## src/rtl/riscv_pkg.sv

```systemverilog
// riscv_pkg: shared RV32I encoding constants and types for inst_encoder.
//   fmt_e     - instruction format selector carried on in_fmt
//   state_e   - encoder sequencing states
//   OP_*      - major opcodes for each supported format
//   NOP_INST  - addi x0,x0,0, emitted for an undefined format
package riscv_pkg;

  typedef enum logic [2:0] {
    FMT_R      = 3'd0,
    FMT_I_ALU  = 3'd1,
    FMT_I_LOAD = 3'd2,
    FMT_S      = 3'd3,
    FMT_B      = 3'd4
  } fmt_e;

  typedef enum logic [1:0] {
    ST_IDLE  = 2'd0,
    ST_RUN   = 2'd1,
    ST_DRAIN = 2'd2
  } state_e;

  localparam logic [6:0] OP_R      = 7'b0110011;
  localparam logic [6:0] OP_IMM    = 7'b0010011;
  localparam logic [6:0] OP_LOAD   = 7'b0000011;
  localparam logic [6:0] OP_STORE  = 7'b0100011;
  localparam logic [6:0] OP_BRANCH = 7'b1100011;

  localparam logic [31:0] NOP_INST = 32'h0000_0013;

endpackage

```

## src/rtl/inst_pack.sv

```systemverilog
// inst_pack: combinational RV32I field packer.
// Ports:
//   i_fmt        format code (fmt_e encoding; other values are undefined)
//   i_rd/i_rs1/i_rs2, i_funct3, i_funct7, i_imm  decoded fields
//   o_word       packed 32-bit instruction (NOP for undefined format)
//   o_fmt_err    i_fmt is not a defined format
//   o_range_err  immediate does not fit its format
// Config macro: IMM_RANGE_CHECK_EN enables immediate range checking;
// when undefined the immediate is truncated silently and o_range_err is 0.
module inst_pack
  import riscv_pkg::*;
(
  input  logic [2:0]  i_fmt,
  input  logic [4:0]  i_rd,
  input  logic [4:0]  i_rs1,
  input  logic [4:0]  i_rs2,
  input  logic [2:0]  i_funct3,
  input  logic [6:0]  i_funct7,
  input  logic [31:0] i_imm,
  output logic [31:0] o_word,
  output logic        o_fmt_err,
  output logic        o_range_err
);

  fmt_e w_fmt;
  logic w_i_oor;
  logic w_b_oor;

  assign w_fmt = fmt_e'(i_fmt);

`ifdef IMM_RANGE_CHECK_EN
  // 12-bit signed for I/S; B holds a 13-bit even offset.
  assign w_i_oor = ($signed(i_imm) < -32'sd2048) || ($signed(i_imm) > 32'sd2047);
  assign w_b_oor = ($signed(i_imm) < -32'sd4096) || ($signed(i_imm) > 32'sd4094) || i_imm[0];
`else
  logic w_imm_unused;
  assign w_imm_unused = ^i_imm[31:13];
  assign w_i_oor      = 1'b0;
  assign w_b_oor      = 1'b0;
`endif

  always_comb begin
    o_word      = NOP_INST;
    o_fmt_err   = 1'b0;
    o_range_err = 1'b0;
    case (w_fmt)
      FMT_R: begin
        o_word = {i_funct7, i_rs2, i_rs1, i_funct3, i_rd, OP_R};
      end
      FMT_I_ALU: begin
        o_word      = {i_imm[11:0], i_rs1, i_funct3, i_rd, OP_IMM};
        o_range_err = w_i_oor;
      end
      FMT_I_LOAD: begin
        o_word      = {i_imm[11:0], i_rs1, i_funct3, i_rd, OP_LOAD};
        o_range_err = w_i_oor;
      end
      FMT_S: begin
        o_word      = {i_imm[11:5], i_rs2, i_rs1, i_funct3, i_imm[4:0], OP_STORE};
        o_range_err = w_i_oor;
      end
      FMT_B: begin
        o_word      = {i_imm[12], i_imm[10:5], i_rs2, i_rs1, i_funct3,
                       i_imm[4:1], i_imm[11], OP_BRANCH};
        o_range_err = w_b_oor;
      end
      default: begin
        o_fmt_err = 1'b1;
      end
    endcase
  end

endmodule

```

## src/rtl/inst_encoder.sv

```systemverilog
// inst_encoder: streams decoded RV32I fields into packed instruction words
// with sequential instruction-memory addresses.
// Ports:
//   clk, rst             clock, synchronous active-high reset
//   start, base_addr     begin a batch at base_addr (IDLE only)
//   in_valid/in_ready    input handshake; in_fmt, in_rd, in_rs1, in_rs2,
//                        in_funct3, in_funct7, in_imm fields; in_last ends batch
//   out_valid/out_ready  output handshake; out_inst word at out_addr
//   busy                 batch in progress
//   done                 one-cycle pulse once the final word has drained
//   err                  sticky error (undefined format or bad immediate)
// Config macro: IMM_RANGE_CHECK_EN (see inst_pack).
module inst_encoder
  import riscv_pkg::*;
(
  input  logic        clk,
  input  logic        rst,
  input  logic        start,
  input  logic [31:0] base_addr,
  input  logic        in_valid,
  output logic        in_ready,
  input  logic [2:0]  in_fmt,
  input  logic [4:0]  in_rd,
  input  logic [4:0]  in_rs1,
  input  logic [4:0]  in_rs2,
  input  logic [2:0]  in_funct3,
  input  logic [6:0]  in_funct7,
  input  logic [31:0] in_imm,
  input  logic        in_last,
  output logic        out_valid,
  input  logic        out_ready,
  output logic [31:0] out_inst,
  output logic [31:0] out_addr,
  output logic        busy,
  output logic        done,
  output logic        err
);

  state_e      r_state;
  state_e      w_state_nxt;
  logic [31:0] r_pc;
  logic [31:0] r_out_inst;
  logic [31:0] r_out_addr;
  logic        r_out_valid;
  logic        r_err;

  logic        w_accept;
  logic        w_in_ready;
  logic [31:0] w_word;
  logic        w_fmt_err;
  logic        w_range_err;

  inst_pack u_pack (
    .i_fmt       (in_fmt),
    .i_rd        (in_rd),
    .i_rs1       (in_rs1),
    .i_rs2       (in_rs2),
    .i_funct3    (in_funct3),
    .i_funct7    (in_funct7),
    .i_imm       (in_imm),
    .o_word      (w_word),
    .o_fmt_err   (w_fmt_err),
    .o_range_err (w_range_err)
  );

  // The output register can take a new word whenever it is empty or being
  // drained this cycle, giving full throughput with no bubble.
  assign w_in_ready = (r_state == ST_RUN) && (!r_out_valid || out_ready);
  assign w_accept   = in_valid && w_in_ready;

  always_comb begin
    w_state_nxt = r_state;
    case (r_state)
      ST_IDLE:  if (start)                w_state_nxt = ST_RUN;
      ST_RUN:   if (w_accept && in_last)  w_state_nxt = ST_DRAIN;
      ST_DRAIN: if (!r_out_valid)         w_state_nxt = ST_IDLE;
      default:                            w_state_nxt = ST_IDLE;
    endcase
  end

  always_ff @(posedge clk) begin
    if (rst) begin
      r_state     <= ST_IDLE;
      r_pc        <= '0;
      r_out_inst  <= '0;
      r_out_addr  <= '0;
      r_out_valid <= 1'b0;
      r_err       <= 1'b0;
    end else begin
      r_state <= w_state_nxt;
      if (r_state == ST_IDLE && start) begin
        r_pc  <= base_addr;
        r_err <= 1'b0;
      end
      if (w_accept) begin
        r_out_inst  <= w_word;
        r_out_addr  <= r_pc;
        r_out_valid <= 1'b1;
        r_pc        <= r_pc + 32'd4;
        if (w_fmt_err || w_range_err) r_err <= 1'b1;
      end else if (out_ready) begin
        r_out_valid <= 1'b0;
      end
    end
  end

  assign in_ready  = w_in_ready;
  assign out_valid = r_out_valid;
  assign out_inst  = r_out_inst;
  assign out_addr  = r_out_addr;
  assign busy      = (r_state != ST_IDLE);
  assign done      = (r_state == ST_DRAIN) && !r_out_valid;
  assign err       = r_err;

endmodule

```

## config.mk

```make
export PLATFORM = sky130hd
export DESIGN_NAME = inst_encoder
export DESIGN_NICKNAME = d
export VERILOG_FILES = /design/src/rtl/riscv_pkg.sv /design/src/rtl/inst_pack.sv /design/src/rtl/inst_encoder.sv
export SDC_FILE = /design/constraint.sdc
export NUM_CORES = 1
export LEC_CHECK = 0
export ABC_AREA = 1
export CORE_MARGIN = 2
export CORE_UTILIZATION = 49
export CTS_CLUSTER_DIAMETER = 200
export CTS_CLUSTER_SIZE = 40
export DETAILED_ROUTE_END_ITERATION = 10
export MAX_ROUTING_LAYER = met4
export PLACE_DENSITY = 0.86
export SLEW_MARGIN = 25
export SYNTH_ARGS = -nofsm -noshare
export SYNTH_HDL_FRONTEND = slang
export SYNTH_SLANG_ARGS = --single-unit
export TNS_END_PERCENT = 1
```

## constraint.sdc

```tcl
create_clock -name clk -period 2.95 [get_ports clk]
set_input_delay 0.59 -clock clk [delete_from_list [all_inputs] [get_ports clk]]
set_output_delay 0.59 -clock clk [all_outputs]
set_load 0.005 [all_outputs]
```

==> results of run 1 <==
critical path, stage by stage:
cell	delay, ns
clkdlybuf4s50_1	0.45
inv_1	0.03
nand2_1	0.12
inv_1	0.06
nor2_1	0.08
clkdlybuf4s50_1	0.51
sequential cells by signal, summed over array words and instances, names as in the netlist:
name	cells
r_pc	32
out_valid	1
err	1
out_inst	29
out_addr	32
r_state	2
how the worst max path moves through the flow:
stage | from | end | slack [ns] | cells past startpoint
floorplan | in_fmt[2] | out_inst[29] | 1.35 | 7
global placement | out_ready | in_ready | 0.50 | 6
detailed placement | in_fmt[2] | out_inst[14] | 0.46 | 6
CTS | out_ready | in_ready | 0.51 | 6
global route | out_ready | in_ready | 0.41 | 6
finish | out_ready | in_ready | 0.51 | 6
metrics by stage:
step / power, mW / setup slack, ns / cells / util [%] / hold slack (ns)
6_report: 2.84 / 0.512 / 972 / 68.7 / 0.470
4_1_cts: 2.84 / 0.509 / 972 / 68.7 / 0.474
3_5_place_dp: 2.05 / 0.456 / 956 / 66.8 / 0.459
3_3_place_gp: 2.03 / 0.500 / 956 / 66.8 / 0.450
5_1_grt: 2.97 / 0.410 / 972 / 68.7 / 0.492
2_1_floorplan: 1.78 / 1.35 / 712 / - / 0.440
cell type report:
type | instances | area (um2)
multi-input cells | 516 | 2380
clock buffers | 9 | 124
repair buffers | 151 | 1500
well taps | 129 | 161
clock inverters | 7 | 55.1
flip-flops and latches | 97 | 1940
fillers | 802 | 2920
inverters | 63 | 236
metal layers:
metal  share of wire (%)  global-route usage, %  up-vias
met1                  41                   32.9     2323
met3                 8.2                   6.78       11
met2                  50                   47.6      192
met4                0.73                   4.51        0
met5                   0                      -        -
li1                    -                      -     2538
power by group:
part	switching, mW	internal, mW	leakage [nW]
clock	0.496	0.316	0.0915
sequential	0.0760	1.39	0.792
combinational	0.284	0.270	1.63
total	0.856	1.98	2.51
logic make-up (layout without fill, tap and decap cells):
logic type                 Yosys count  count (layout)  share of synthesized area (%)
other                                1               2                         0.0789
xor gates and xnor gates             1               1                          0.184
AOI/OAI and AO/OA                  148             148                           16.4
DFF                                 97              97                           40.8
and+or+nand+nor                    364             364                           33.1
adders and majority gates            1               1                          0.263
buffers and inverters               99             230                           9.13
cell usage in the layout, fill, tap and decap left out, drive strengths merged, types with 3 or more instances in the layout:
master,Yosys,routed
o22ai,3,3
clkinv,1,5
buf,27,7
nand2,210,210
nand4,4,4
or2,3,3
clkdlybuf4s50,0,144
clkbuf,9,9
inv,62,64
o211ai,3,3
a31oi,7,7
dfxtp,97,97
o21ai,59,59
nor3,4,4
nand3,51,51
a21oi,68,68
nor2,90,90
==> reports/metrics.yaml, run 1 <==
timing:
  timing.fmax_ghz: 0.410
  slew_headroom_pct: 59.6
  period_share_pct: 82.7
  fin_worst_skew_ns: 0.0155
  hold_viol_final: 0
  tightest_slew_ns: 0.605
  setup_violations: 0
  slew_violations: 0
  setup_tns_ns: 0
  rsz0062_at_grt: "no"
  period_minus_slack_ns: 2.44
setup_path:
  r2r_cells: 7
  path_class: "in2out"
  crit_required_ns: 2.36
  r2r_start: "r_state[0]"
  crit_fanout: 3
  rrSetupSlack_ns: 1.16
  cp_data_arrival_time_ns: 1.85
  start_kind: "input port"
  endpoint_kind: "primary output"
  r2r_end: "out_inst[14]"
drt:
  drt.antenna.violating_nets: 0
  routed_wl_mm: 14.1
  drc: 0
  vias: 5064
  dr.pass1.iters: 5
  avgRoutedWirePerCell_um: 14.5
  viasPerCell: 5.21
  drtIter0Drc: 261
yosys:
  postSynthAreaPerCell_um2: 6.69
  synth_top_area_share_pct: 40.8
  synthArstFlopShare_pct: 0
  synth_common_cells: "207 x nand2_1, 97 x dfxtp_1, 76 x nor2_1"
  synth_area_leader_cell: "dfxtp_1"
  synth_edf_count: 0
  yosysUniqueCellTypes: 38
  syn_area_um2: 4760
  synth-main-ff-cell: "dfxtp_1"
  synth_warnings: 0
  ys_ff_latch: 97
  synth.area.top_cells: "dfxtp_1 41%, nand2_1 16%, a21oi_1 7.2%"
  yosys.cell_count.top_type: "nand2_1"
  synthCells: 711
  ys_seq_area_share_pct: 40.8
global_routing:
  grt_pass1_wl_mm: 22.1
  grt_max_degree: 61
  antenna_found_initial: 0
  grt-ovfl-total: 0
  grt_pass1_vias: 4722
  track_usage_pct: 27.5
pwr:
  ir_drop_v: 0.000271
  powerDensity_nw_per_um2: 443
  leakage_nw: 2.51
final_layout:
  fin_nets: 937
  diodes: 0
  synthToLayoutAreaGrowth_pct: 34.7
  drive_gt1_share_pct: 6.29
  final_cell_area_um2: 6410
floorplanning:
  start_util_pct: 51.0
  rows: 35
  die_h_um: 103
  coreArea_um2: 9330
  io_pins: 167
  dieArea_um2: 10500
  die_x_um: 103
clocking:
  ctsResizeCount: 0
  clk_latency_ns: 0.37
  cts_tree: "built"
  cts_buffers: 9
  clock_path_buffers: 2
  hold_buffers: 0
  cts_sinks: 97
  cts-root-buf: "clkbuf_8"
  cts_setup_buffers: 0
  clkSlewWorstSetupHoldPaths_ns: 0.09
  cts_htree_levels: 3
min_path:
  worstHoldEndpoint: "out_inst[26]"
  whs_path_depth: 2
  worstHoldStart: "out_inst[26]"
  hp-class: "reg2reg"
place:
  gp_congestion: 0.926
  dp_hpwl_mm: 10.3
  dpl-instance-area_um2: 6230
  portBuffers: 145
run_status:
  outcome: "finished clean"
run:
  cap_violations: 0
Note: power is estimated with default switching activity, not from simulation.
==> run 2: changes to the inputs <==
CORE_UTILIZATION = 41   (was 49)
PLACE_DENSITY = 0.77   (was 0.86)
clock period = 2.16 ns   (was 2.95 ns; I/O delays follow)
==> reports/metrics.yaml, run 2 (synthesis results as in run 1) <==
run_status:
  outcome: "finished clean"
final_layout:
  diodes: 0
  synthToLayoutAreaGrowth_pct: 40.3
  fin_nets: 951
  layout_commonest_cell: "nand2_1"
  drive_gt1_share_pct: 7.27
  final_cell_mix: "207 x nand2_1, 144 x clkdlybuf4s50_1, 97 x dfxtp_1"
  register_area_um2: 1940
  multi_input_area_um2: 2380
  fillers: 1100
timing:
  slew_headroom_pct: 59.3
  tightest_slew_ns: 0.610
  hold_viol_final: 0
  setup_violations: 0
  setup_slack_ns: 0.127
  period_share_pct: 94.1
  period_minus_slack_ns: 2.03
  fin_worst_skew_ns: 0.00523
  setup_tns_ns: 0
  slew_violations: 0
  rsz0062_at_grt: "no"
  timing.fmax_ghz: 0.492
global_routing:
  grt-ovfl-total: 0
  grt_pass1_wl_mm: 22.3
  antenna_found_initial: 0
  track_usage_pct: 22.7
  grt_pass1_vias: 4557
  grt_max_degree: 56
drt:
  viasPerCell: 4.99
  dr.pass1.iters: 5
  drt.antenna.violating_nets: 0
  wl_met1_mm: 5.85
  topRoutingLayerUsed: "met4"
  met3_length_mm: 1.22
  vias: 4975
  avgRoutedWirePerCell_um: 13.7
  routed_wl_mm: 13.7
  route.met2.wl_mm: 6.46
  drc: 0
  drtIter0Drc: 304
floorplanning:
  rows: 39
  start_util_pct: 41.8
  io_pins: 167
  coreArea_um2: 11400
  die_x_um: 112
  dieArea_um2: 12500
  die_h_um: 112
clocking:
  cts_htree_levels: 3
  cts_setup_buffers: 0
  cts_sinks: 97
  ctsResizeCount: 0
  cts-root-buf: "clkbuf_16"
  clk_latency_ns: 0.35
  clock_path_buffers: 2
  hold_buffers: 0
  clkSlewWorstSetupHoldPaths_ns: 0.06
  cts_tree: "built"
  cts_buffers: 9
setup_path:
  crit_required_ns: 1.73
  endpoint_kind: "primary output"
  rrSetupSlack_ns: 0.53
  start_kind: "input port"
  path_class: "in2out"
  cp_data_arrival_time_ns: 1.60
  crit_fanout: 2
pwr:
  leakage_nw: 2.64
  ir_drop_v: 0.000599
  powerDensity_nw_per_um2: 653
run:
  cap_violations: 0
place:
  dp_hpwl_mm: 9.93
  dp_slack_ns: 0.0338
  portBuffers: 145
  gp_congestion: 0.875
min_path:
  hp-class: "reg2reg"
-- run 2: cell count changes in the layout (fill, tap and decap cells not counted), sizes merged --
cell,delta
bufinv,+1
clkinv,-4
inv,-2
clkinvlp,-1
clkbuf,+2
buf,+14
-- run 2: worst max-delay path, stage by stage --
cell and delay (ns):
clkdlybuf4s50_1 0.46, inv_1 0.04, nand2_1 0.07, inv_1 0.04
nor2_1 0.07, clkdlybuf4s50_1 0.50
-- run 2: cell type report --
type | instances | share of cell area [%]
clock inverters | 1 | 0.450
repair buffers | 165 | 24.9
inverters | 63 | 3.54
multi-input cells | 516 | 35.7
clock buffers | 11 | 3.64
well taps | 143 | 2.68
flip-flops and latches | 97 | 29.1
-- run 2: metal layers --
layer	GRT usage, %	vias to the layer above
li1	-	2564
met3	8.22	11
met2	36.8	169
met4	5.10	0
met1	27.1	2231
met5	-	-
-- run 2: power by group --
part	internal, mW	total, mW	leakage, nW	switching, mW
combinational	0.407	0.799	1.71	0.392
clock	0.904	1.55	0.133	0.648
sequential	1.91	2.01	0.792	0.100
-- run 2: final timing paths --
path / start / to / depth (start not counted)
hold / removal: out_inst[27] / out_inst[27] / 2
setup / recovery: out_ready / in_ready / 6
hold reg to reg: out_inst[27] / out_inst[27] / 2
setup reg to reg: r_pc[3] / r_pc[28] / 8
-- run 2: metrics by stage --
| step | instances | area (um2) | power [mW] | hold slack [ns] | util, % |
|---|---|---|---|---|---|
| finish | 996 | 6670 | 4.36 | 0.462 | 58.7 |
| floorplan | 712 | 4760 | 2.42 | 0.440 | - |
| detailed placement | 984 | 6400 | 2.84 | 0.456 | 56.3 |
| CTS | 996 | 6670 | 4.40 | 0.465 | 58.7 |
| global placement | 984 | 6400 | 2.83 | 0.450 | 56.3 |
| global route | 996 | 6670 | 4.58 | 0.482 | 58.7 |
